### config.mk
export PLATFORM = sky130hd
export DESIGN_NAME = toggle_pulse_gen
export DESIGN_NICKNAME = d
export VERILOG_FILES = /design/src/rtl/toggle_pulse_gen.sv
export SDC_FILE = /design/constraint.sdc
export NUM_CORES = 1
export LEC_CHECK = 0
export ABC_CLOCK_PERIOD_IN_PS = 3750
export CORE_ASPECT_RATIO = 0.9
export CORE_UTILIZATION = 35
export DETAILED_ROUTE_END_ITERATION = 7
export PLACE_DENSITY = 0.54
export REMOVE_ABC_BUFFERS = 1
export SYNTH_ARGS = -nofsm -noshare
export SYNTH_HDL_FRONTEND = slang
export SYNTH_SLANG_ARGS = --single-unit
### constraint.sdc
create_clock -name clk -period 3.75 [get_ports clk]
set_clock_uncertainty 0.2 [all_clocks]
set_input_delay 1.125 -clock clk [delete_from_list [all_inputs] [get_ports clk]]
set_output_delay 1.125 -clock clk [all_outputs]
set_load 0.05 [all_outputs]
### src/rtl/toggle_pulse_gen.sv
`default_nettype none
`timescale 1ns/1ps
// ============================================================================
// Module   : toggle_pulse_gen
// Purpose  : Programmable generator of single-cycle toggle-enable pulses for
//            the downstream toggle flip-flop stage. Issues one `t` pulse every
//            `period` cycles, either as a burst of `num_pulses` pulses or
//            continuously until `stop`.
// Ports    : clk         - clock, rising edge
//            reset       - asynchronous, active-high clear of all state
//            start       - begin request, accepted only in IDLE (and not
//                          together with stop)
//            stop        - abort request, effective in RUN
//            mode        - 0 = burst, 1 = continuous (sampled at start)
//            period      - pulse interval in cycles, 0 behaves as 1
//            num_pulses  - burst length (sampled at start)
//            t           - registered one-cycle toggle-enable pulse
//            busy        - high while RUN or DONE
//            done        - one-cycle burst-completion strobe
//            pulse_count - pulses issued since last accepted start
// Revision : 1.0 - initial release
// ============================================================================
module toggle_pulse_gen #(
  parameter int CNT_W   = 16,
  parameter int PULSE_W = 8
) (
  input  logic               clk,
  input  logic               reset,
  input  logic               start,
  input  logic               stop,
  input  logic               mode,
  input  logic [CNT_W-1:0]   period,
  input  logic [PULSE_W-1:0] num_pulses,
  output logic               t,
  output logic               busy,
  output logic               done,
  output logic [PULSE_W-1:0] pulse_count
);

  localparam logic [1:0] c_idle = 2'd0;
  localparam logic [1:0] c_run  = 2'd1;
  localparam logic [1:0] c_done = 2'd2;

  localparam logic [CNT_W-1:0]   c_cnt_one   = CNT_W'(1);
  localparam logic [PULSE_W-1:0] c_pulse_one = PULSE_W'(1);

  logic [1:0]         state_q,  state_d;
  logic [CNT_W-1:0]   timer_q,  timer_d;
  // Reload value is P_eff-1, so a period of 0 and 1 both reload with 0.
  logic [CNT_W-1:0]   reload_q, reload_d;
  logic               mode_q,   mode_d;
  logic [PULSE_W-1:0] num_q,    num_d;
  logic [PULSE_W-1:0] count_q,  count_d;
  logic               t_q,      t_d;
  logic               busy_q,   busy_d;
  logic               done_q,   done_d;

  logic [CNT_W-1:0]   w_reload_new;
  logic [PULSE_W-1:0] w_count_inc;

  assign w_reload_new = (period == '0) ? '0 : (period - c_cnt_one);
  // Natural wrap at 2^PULSE_W gives the continuous-mode rollover.
  assign w_count_inc  = count_q + c_pulse_one;

  always_comb begin
    state_d  = state_q;
    timer_d  = timer_q;
    reload_d = reload_q;
    mode_d   = mode_q;
    num_d    = num_q;
    count_d  = count_q;
    t_d      = 1'b0;
    busy_d   = busy_q;
    done_d   = 1'b0;

    case (state_q)
      c_idle: begin
        if (start && !stop) begin
          mode_d   = mode;
          reload_d = w_reload_new;
          timer_d  = w_reload_new;
          num_d    = num_pulses;
          count_d  = '0;
          busy_d   = 1'b1;
          // A zero-length burst skips RUN so `t` never asserts.
          if (!mode && (num_pulses == '0)) begin
            state_d = c_done;
          end else begin
            state_d = c_run;
          end
        end
      end

      c_run: begin
        if (stop) begin
          // Abort wins over a pulse due on this same edge.
          state_d = c_idle;
          busy_d  = 1'b0;
        end else if (timer_q == '0) begin
          t_d     = 1'b1;
          timer_d = reload_q;
          count_d = w_count_inc;
          if (!mode_q && (w_count_inc == num_q)) begin
            state_d = c_done;
          end
        end else begin
          timer_d = timer_q - c_cnt_one;
        end
      end

      c_done: begin
        done_d  = 1'b1;
        busy_d  = 1'b0;
        state_d = c_idle;
      end

      default: begin
        state_d = c_idle;
        busy_d  = 1'b0;
      end
    endcase
  end

  always_ff @(posedge clk or posedge reset) begin
    if (reset) begin
      state_q  <= c_idle;
      timer_q  <= '0;
      reload_q <= '0;
      mode_q   <= 1'b0;
      num_q    <= '0;
      count_q  <= '0;
      t_q      <= 1'b0;
      busy_q   <= 1'b0;
      done_q   <= 1'b0;
    end else begin
      state_q  <= state_d;
      timer_q  <= timer_d;
      reload_q <= reload_d;
      mode_q   <= mode_d;
      num_q    <= num_d;
      count_q  <= count_d;
      t_q      <= t_d;
      busy_q   <= busy_d;
      done_q   <= done_d;
    end
  end

  assign t           = t_q;
  assign busy        = busy_q;
  assign done        = done_q;
  assign pulse_count = count_q;

endmodule
`default_nettype wire

==> results of run 1 <==
==> worst min path at each step <==
stage,startpoint,to
2_1_floorplan,reload_q[7]$_DFFE_PP0P_,reload_q[7]$_DFFE_PP0P_
6_report,reload_q[9]$_DFFE_PP0P_,reload_q[9]$_DFFE_PP0P_
4_1_cts,reload_q[15]$_DFFE_PP0P_,reload_q[15]$_DFFE_PP0P_
3_3_place_gp,reload_q[15]$_DFFE_PP0P_,reload_q[15]$_DFFE_PP0P_
5_1_grt,reload_q[12]$_DFFE_PP0P_,reload_q[12]$_DFFE_PP0P_
3_5_place_dp,reload_q[15]$_DFFE_PP0P_,reload_q[15]$_DFFE_PP0P_
==> flip-flops by register name, indices dropped and copies added (netlist names) <==
| register | count |
|---|---|
| reload_q | 16 |
| timer_q | 16 |
| num_q | 8 |
| pulse_count | 8 |
| state_q | 2 |
| busy | 1 |
| done | 1 |
| mode_q | 1 |
| t | 1 |
==> per-layer routing <==
| metal | vias up | share of wire | GRT usage |
|---|---|---|---|
| met5 | - | 0 | 0 |
| met4 | 0 | 0.0097 | 0.0556 |
| met3 | 8 | 0.043 | 0.0273 |
| met2 | 65 | 0.45 | 0.303 |
| met1 | 1405 | 0.50 | 0.273 |
| li1 | 1497 | - | - |
==> layout make-up <==
| type | instances | area, um^2 | share of cell area |
|---|---|---|---|
| inverter | 11 | 41.3 | 0.0102 |
| timing repair buffer | 52 | 500 | 0.124 |
| clock buffer | 6 | 82.6 | 0.0204 |
| multi-input combinational | 311 | 1900 | 0.471 |
| tap | 122 | 153 | 0.0377 |
| sequential | 54 | 1350 | 0.334 |
| clock inverter | 2 | 12.5 | 0.00309 |
==> cell usage after synthesis, drive strengths merged (4+ instances only) <==
cell type,instances
clkbuf,15
buf,4
nand2,61
nand4,4
xnor2,16
nor2,38
xor2,15
dfrtp,54
nand3,20
or3,4
a211o,5
or4,6
a21oi,10
ha,5
nor4,9
o31ai,9
o21ai,23
a31oi,12
a21o,7
nor3,11
nor3b,4
o211ai,5
inv,11
nand2b,5
==> per-stage QoR <==
step	setup slack (ns)	area (um^2)	hold slack, ns
5_1_grt	0.471	4050	0.314
4_1_cts	0.623	4050	0.292
3_3_place_gp	0.370	3950	0.258
6_report	0.628	4050	0.289
2_1_floorplan	0.238	3300	0.239
3_5_place_dp	0.358	3950	0.269
==> kinds of logic (layout without fill, tap and decap cells) <==
logic type	Yosys count	in the layout	share of synthesized area
XOR/XNOR	31	31	0.0803
flip-flops	54	54	0.400
adder cells (fa/ha/maj)	5	5	0.0185
AO/OA/AOI/OAI	88	88	0.182
multiplexers	3	3	0.00925
AND/OR/NAND/NOR	184	184	0.273
buffers and inverters	30	71	0.0370
==> power by group <==
part           internal, uW  switching (uW)  total [uW]
combinational           181             212         393
clock                   149             206         355
sequential              672            97.2         769
==> flow_metrics.env, run 1 <==
export IMPL_synth_seq_area_share=0.400
export IMPL_dieArea_um2=10100
export IMPL_stdcell_count=558
export IMPL_post_route_drc_count=0
export IMPL_grt_setup_unrepaired="false"
export IMPL_tritoncts="yes"
export IMPL_critPathMaxStageDelay_ns=0.68
export IMPL_cp_end_kind="flop"
export IMPL_r2r_end="pulse_count[6]$_DFFE_PP0P_"
export IMPL_crit_end="pulse_count[6]$_DFFE_PP0P_"
export IMPL_clock_path_buffers=2
export IMPL_fin_util=0.437
export IMPL_ys_types=61
export IMPL_tightest_slew_ns=0.948
export IMPL_critPathLaunchType="flop"
export IMPL_ctsHoldBuffers=0
export IMPL_ctsResizeCount=0
export IMPL_avgViaCountPerCell=5.33
export IMPL_antenna_found_initial=0
export IMPL_final_common_cell="nand2_1"
export IMPL_grt_use_total=0.191
export IMPL_cp_max_fo=15
export IMPL_overflow=0
export IMPL_clk_pin_slew_worst_paths_ns=0.10
export IMPL_crit_type="flop to flop"
export IMPL_synth_area_leaders="dfrtp_1 (40%), nand2_1 (6.8%), nor2_1 (4.2%)"
export IMPL_hold_viol_final=0
export IMPL_ios=40
export IMPL_rr_startpoint="timer_q[0]$_DFFE_PP0P_"
export IMPL_dp_cells=550
export IMPL_synth_avg_cell_area_um2=8.56
export IMPL_yosys_area_top_type_share=0.400
export IMPL_io_buffers=39
export IMPL_grt_pass1_wl_mm=14.9
export IMPL_rows=33
export IMPL_ys_flop_type="dfrtp_1"
export IMPL_num_vias=2975
export IMPL_ant_nets=0
export IMPL_final_cell_mix="nand2_1 (61), dfrtp_1 (54), clkdlybuf4s50_1 (39)"
export IMPL_clock_latency_ns=0.32
export IMPL_clockRootBuffer="clkbuf_8"
export IMPL_fmax_ghz=0.320
export IMPL_fp_dieH_um=95.2
export IMPL_critPathTopFamily="simple AND/OR/NAND/NOR gates"
export IMPL_outcome="finished clean"
export IMPL_drv_slew=0
export IMPL_total_power_uw=1520
export IMPL_core_area_um2=9250
export IMPL_numCtsBuffers=5
export IMPL_critical_path_startpoint="timer_q[0]$_DFFE_PP0P_"
export IMPL_layout_drive_gt1_share=0.0803
export IMPL_crit_buf_inv=1
export IMPL_maxCapViolCount=0
export IMPL_drt_iter0_markers=111
export IMPL_cts_setup_buffers=0
export IMPL_fillers=951
export IMPL_place_gp_congestion=0.801
export IMPL_wirelength_mm=8.97
export IMPL_initial_core_util=0.366
export IMPL_ys_warnings_count=0
export IMPL_ir_worst_vdd_mv=0.174
export IMPL_power_density_nw_per_um2=375
export IMPL_period_needed_ns=3.12
export IMPL_area_growth_pct=19.7
export IMPL_r2r_slack_ns=0.63
export IMPL_hold_class="flop to flop"
export IMPL_wl_per_cell_um=16.1
export IMPL_worstPathCellList="inv_1, ha_1, or4b_1, or4_4, a21o_4, or2_0, o31ai_2"
export IMPL_leakagePower_uw=0.00169
export IMPL_fin_crit_sh=0.832
export IMPL_grt_pass1_vias=2871
export IMPL_fp_dieW_um=106
export IMPL_critPathSlowestCell="or4_4"
export IMPL_synth_area_um2=3380
export IMPL_final_nets=469
export IMPL_synthCells=395
export IMPL_synth_edff_count=0
export IMPL_hold_depth=1
export IMPL_slew_headroom=0.367
export IMPL_grt_max_degree=31
export IMPL_setup_viol=0
export IMPL_drtPass1Iterations=4
export IMPL_path_depth=7
export IMPL_synthArstFlopShare=1.00
export IMPL_cts_htree_levels=2
export IMPL_cp_data_required_time_ns=3.78
export IMPL_tns_ns=0
export IMPL_antenna_cells=0
export IMPL_synth_seq_cells=54
export IMPL_worst_ep_arrival_time_ns=3.16
export IMPL_yosysTopAreaCell="dfrtp_1"
export IMPL_dp_hpwl_mm=6.68
export IMPL_cts_sinks=54
export IMPL_r2r_cells=7
Power figures use the tool's default switching activity.
==> inputs of run 2 (changes only) <==
Settings changed: ABC_CLOCK_PERIOD_IN_PS 3750 to 3020.
Clock period 3.75 ns to 3.02 ns, I/O delays scaled along.
==> run 2 against run 1 <==
Effect of this change:
- worst hold slack got worse by 0.0069 ns
- global-route usage increased by 0.20 points
- combinational power increased by 28%
- setup slack got worse by 0.45 ns
- sequential share of layout area decreased by 1.2 points
- power increased by 24%
==> flow_metrics.env, run 2 (same netlist as run 1, synthesis figures left out) <==
export IMPL_grt_max_degree=31
export IMPL_final_common_cell="nand2_1"
export IMPL_clk_pin_slew_worst_paths_ns=0.09
export IMPL_ios=40
export IMPL_worstPathCellList="clkdlybuf4s50_1"
export IMPL_antenna_cells=0
export IMPL_overflow=0
export IMPL_rows=33
export IMPL_r2r_slack_ns=0.19
export IMPL_hold_viol_final=0
export IMPL_cp_data_required_time_ns=1.91
export IMPL_critPathLaunchType="flop"
export IMPL_final_nets=489
export IMPL_fp_dieH_um=95.2
export IMPL_core_area_um2=9250
export IMPL_tns_ns=0
export IMPL_cts_setup_buffers=0
export IMPL_fin_crit_sh=0.940
export IMPL_clock_path_buffers=2
export IMPL_drt_iter0_markers=127
export IMPL_setup_viol=0
export IMPL_cp_end_kind="output pin"
export IMPL_slew_headroom=0.579
export IMPL_dieArea_um2=10100
export IMPL_rr_startpoint="timer_q[0]$_DFFE_PP0P_"
export IMPL_stdcell_count=578
export IMPL_leakagePower_uw=0.00178
export IMPL_r2r_cells=8
export IMPL_critPathSlowestCell="clkdlybuf4s50_1"
export IMPL_crit_buf_inv=1
export IMPL_cp_max_fo=11
export IMPL_cts_htree_levels=2
export IMPL_dp_hpwl_mm=6.67
export IMPL_drtPass1Iterations=4
export IMPL_hold_class="flop to flop"
export IMPL_place_area_um2=4100
export IMPL_area_growth_pct=24.1
export IMPL_grt_setup_unrepaired="false"
export IMPL_hold_start="reload_q[15]$_DFFE_PP0P_"
export IMPL_numCtsBuffers=5
export IMPL_cts_sinks=54
export IMPL_clockRootBuffer="clkbuf_8"
export IMPL_antenna_found_initial=0
export IMPL_place_gp_congestion=0.845
export IMPL_tritoncts="yes"
export IMPL_reg_top3="reload_q x16, timer_q x16"
export IMPL_ctsResizeCount=0
export IMPL_layout_drive_gt1_share=0.121
export IMPL_r2r_end="pulse_count[7]$_DFFE_PP0P_"
export IMPL_crit_type="flop to output pin"
export IMPL_wl_per_cell_um=15.4
export IMPL_hold_depth=2
export IMPL_ctsHoldBuffers=0
export IMPL_outcome="finished clean"
export IMPL_maxCapViolCount=0
export IMPL_critPathMaxStageDelay_ns=0.87
export IMPL_power_density_nw_per_um2=450
export IMPL_post_route_drc_count=0
export IMPL_worst_ep_arrival_time_ns=1.73
export IMPL_clock_latency_ns=0.31
export IMPL_ant_nets=0
export IMPL_critPathTopFamily="buffers and inverters"
export IMPL_tightest_slew_ns=0.632
export IMPL_final_area_um2=4200
export IMPL_fmax_ghz=0.352
export IMPL_num_vias=3080
export IMPL_grt_use_total=0.193
export IMPL_dp_cells=570
export IMPL_drv_slew=0
export IMPL_holdPathEnd="reload_q[15]$_DFFE_PP0P_"
export IMPL_avgViaCountPerCell=5.33
export IMPL_fp_dieW_um=106
export IMPL_ir_worst_vdd_mv=0.220
export IMPL_wirelength_mm=8.92
export IMPL_period_needed_ns=2.84
export IMPL_grt_pass1_vias=3038
export IMPL_initial_core_util=0.366
export IMPL_final_cell_mix="nand2_1 (61), dfrtp_1 (54), clkdlybuf4s50_1 (39)"
export IMPL_grt_pass1_wl_mm=15.2
export IMPL_io_buffers=39
[run 2: cell count changes in the layout (fill, tap and decap cells not counted), sizes merged]
cell / delta
buf: +20
[run 2: area by class of cell]
| type | instances | area [um^2] |
|---|---|---|
| inverters | 11 | 41.3 |
| fillers | 922 | 5050 |
| clock inverters | 2 | 12.5 |
| multi-input cells | 311 | 1900 |
| repair buffers | 72 | 651 |
| well taps | 122 | 153 |
| clock buffers | 6 | 82.6 |
| flip-flops and latches | 54 | 1350 |
[run 2: layer usage]
layer | global-route usage | vias to the layer above | part of all wire
met2 | 0.316 | 73 | 0.44
met3 | 0.0212 | 7 | 0.035
met5 | 0 | - | 0
li1 | - | 1541 | -
met1 | 0.277 | 1459 | 0.51
met4 | 0.0451 | 0 | 0.0092
[run 2: worst max-delay path by stage]
| stage | end | slack (ns) | cells past startpoint | from |
|---|---|---|---|---|
| finish | pulse_count[5] | 0.18 | 1 | pulse_count[5]$_DFFE_PP0P_ |
| global route | pulse_count[7]$_DFFE_PP0P_ | 0.02 | 8 | timer_q[0]$_DFFE_PP0P_ |
| CTS | pulse_count[5] | 0.16 | 1 | pulse_count[5]$_DFFE_PP0P_ |
| detailed placement | timer_q[14]$_DFFE_PP0P_ | -0.1 | 7 | period[5] |
| global placement | timer_q[9]$_DFFE_PP0P_ | -0.05 | 7 | period[5] |
| floorplan | pulse_count[6]$_DFFE_PP0P_ | -0.27 | 5 | stop |
[run 2: power breakdown]
part	switching (uW)	internal [uW]	total [uW]
sequential	126	834	961
clock	240	185	425
combinational	264	238	502
[run 2: through the flow]
| step | total power, uW | hold slack, ns | setup WS (ns) | util |
|---|---|---|---|---|
| final | 1890 | 0.282 | 0.182 | 0.454 |
| after global routing | 2030 | 0.310 | 0.0166 | 0.454 |
| after CTS | 1910 | 0.286 | 0.163 | 0.454 |
| after detailed placement | 1470 | 0.264 | -0.0989 | 0.443 |
| after global placement | 1470 | 0.258 | -0.0518 | 0.443 |
| after floorplan | 1270 | 0.239 | -0.273 | - |
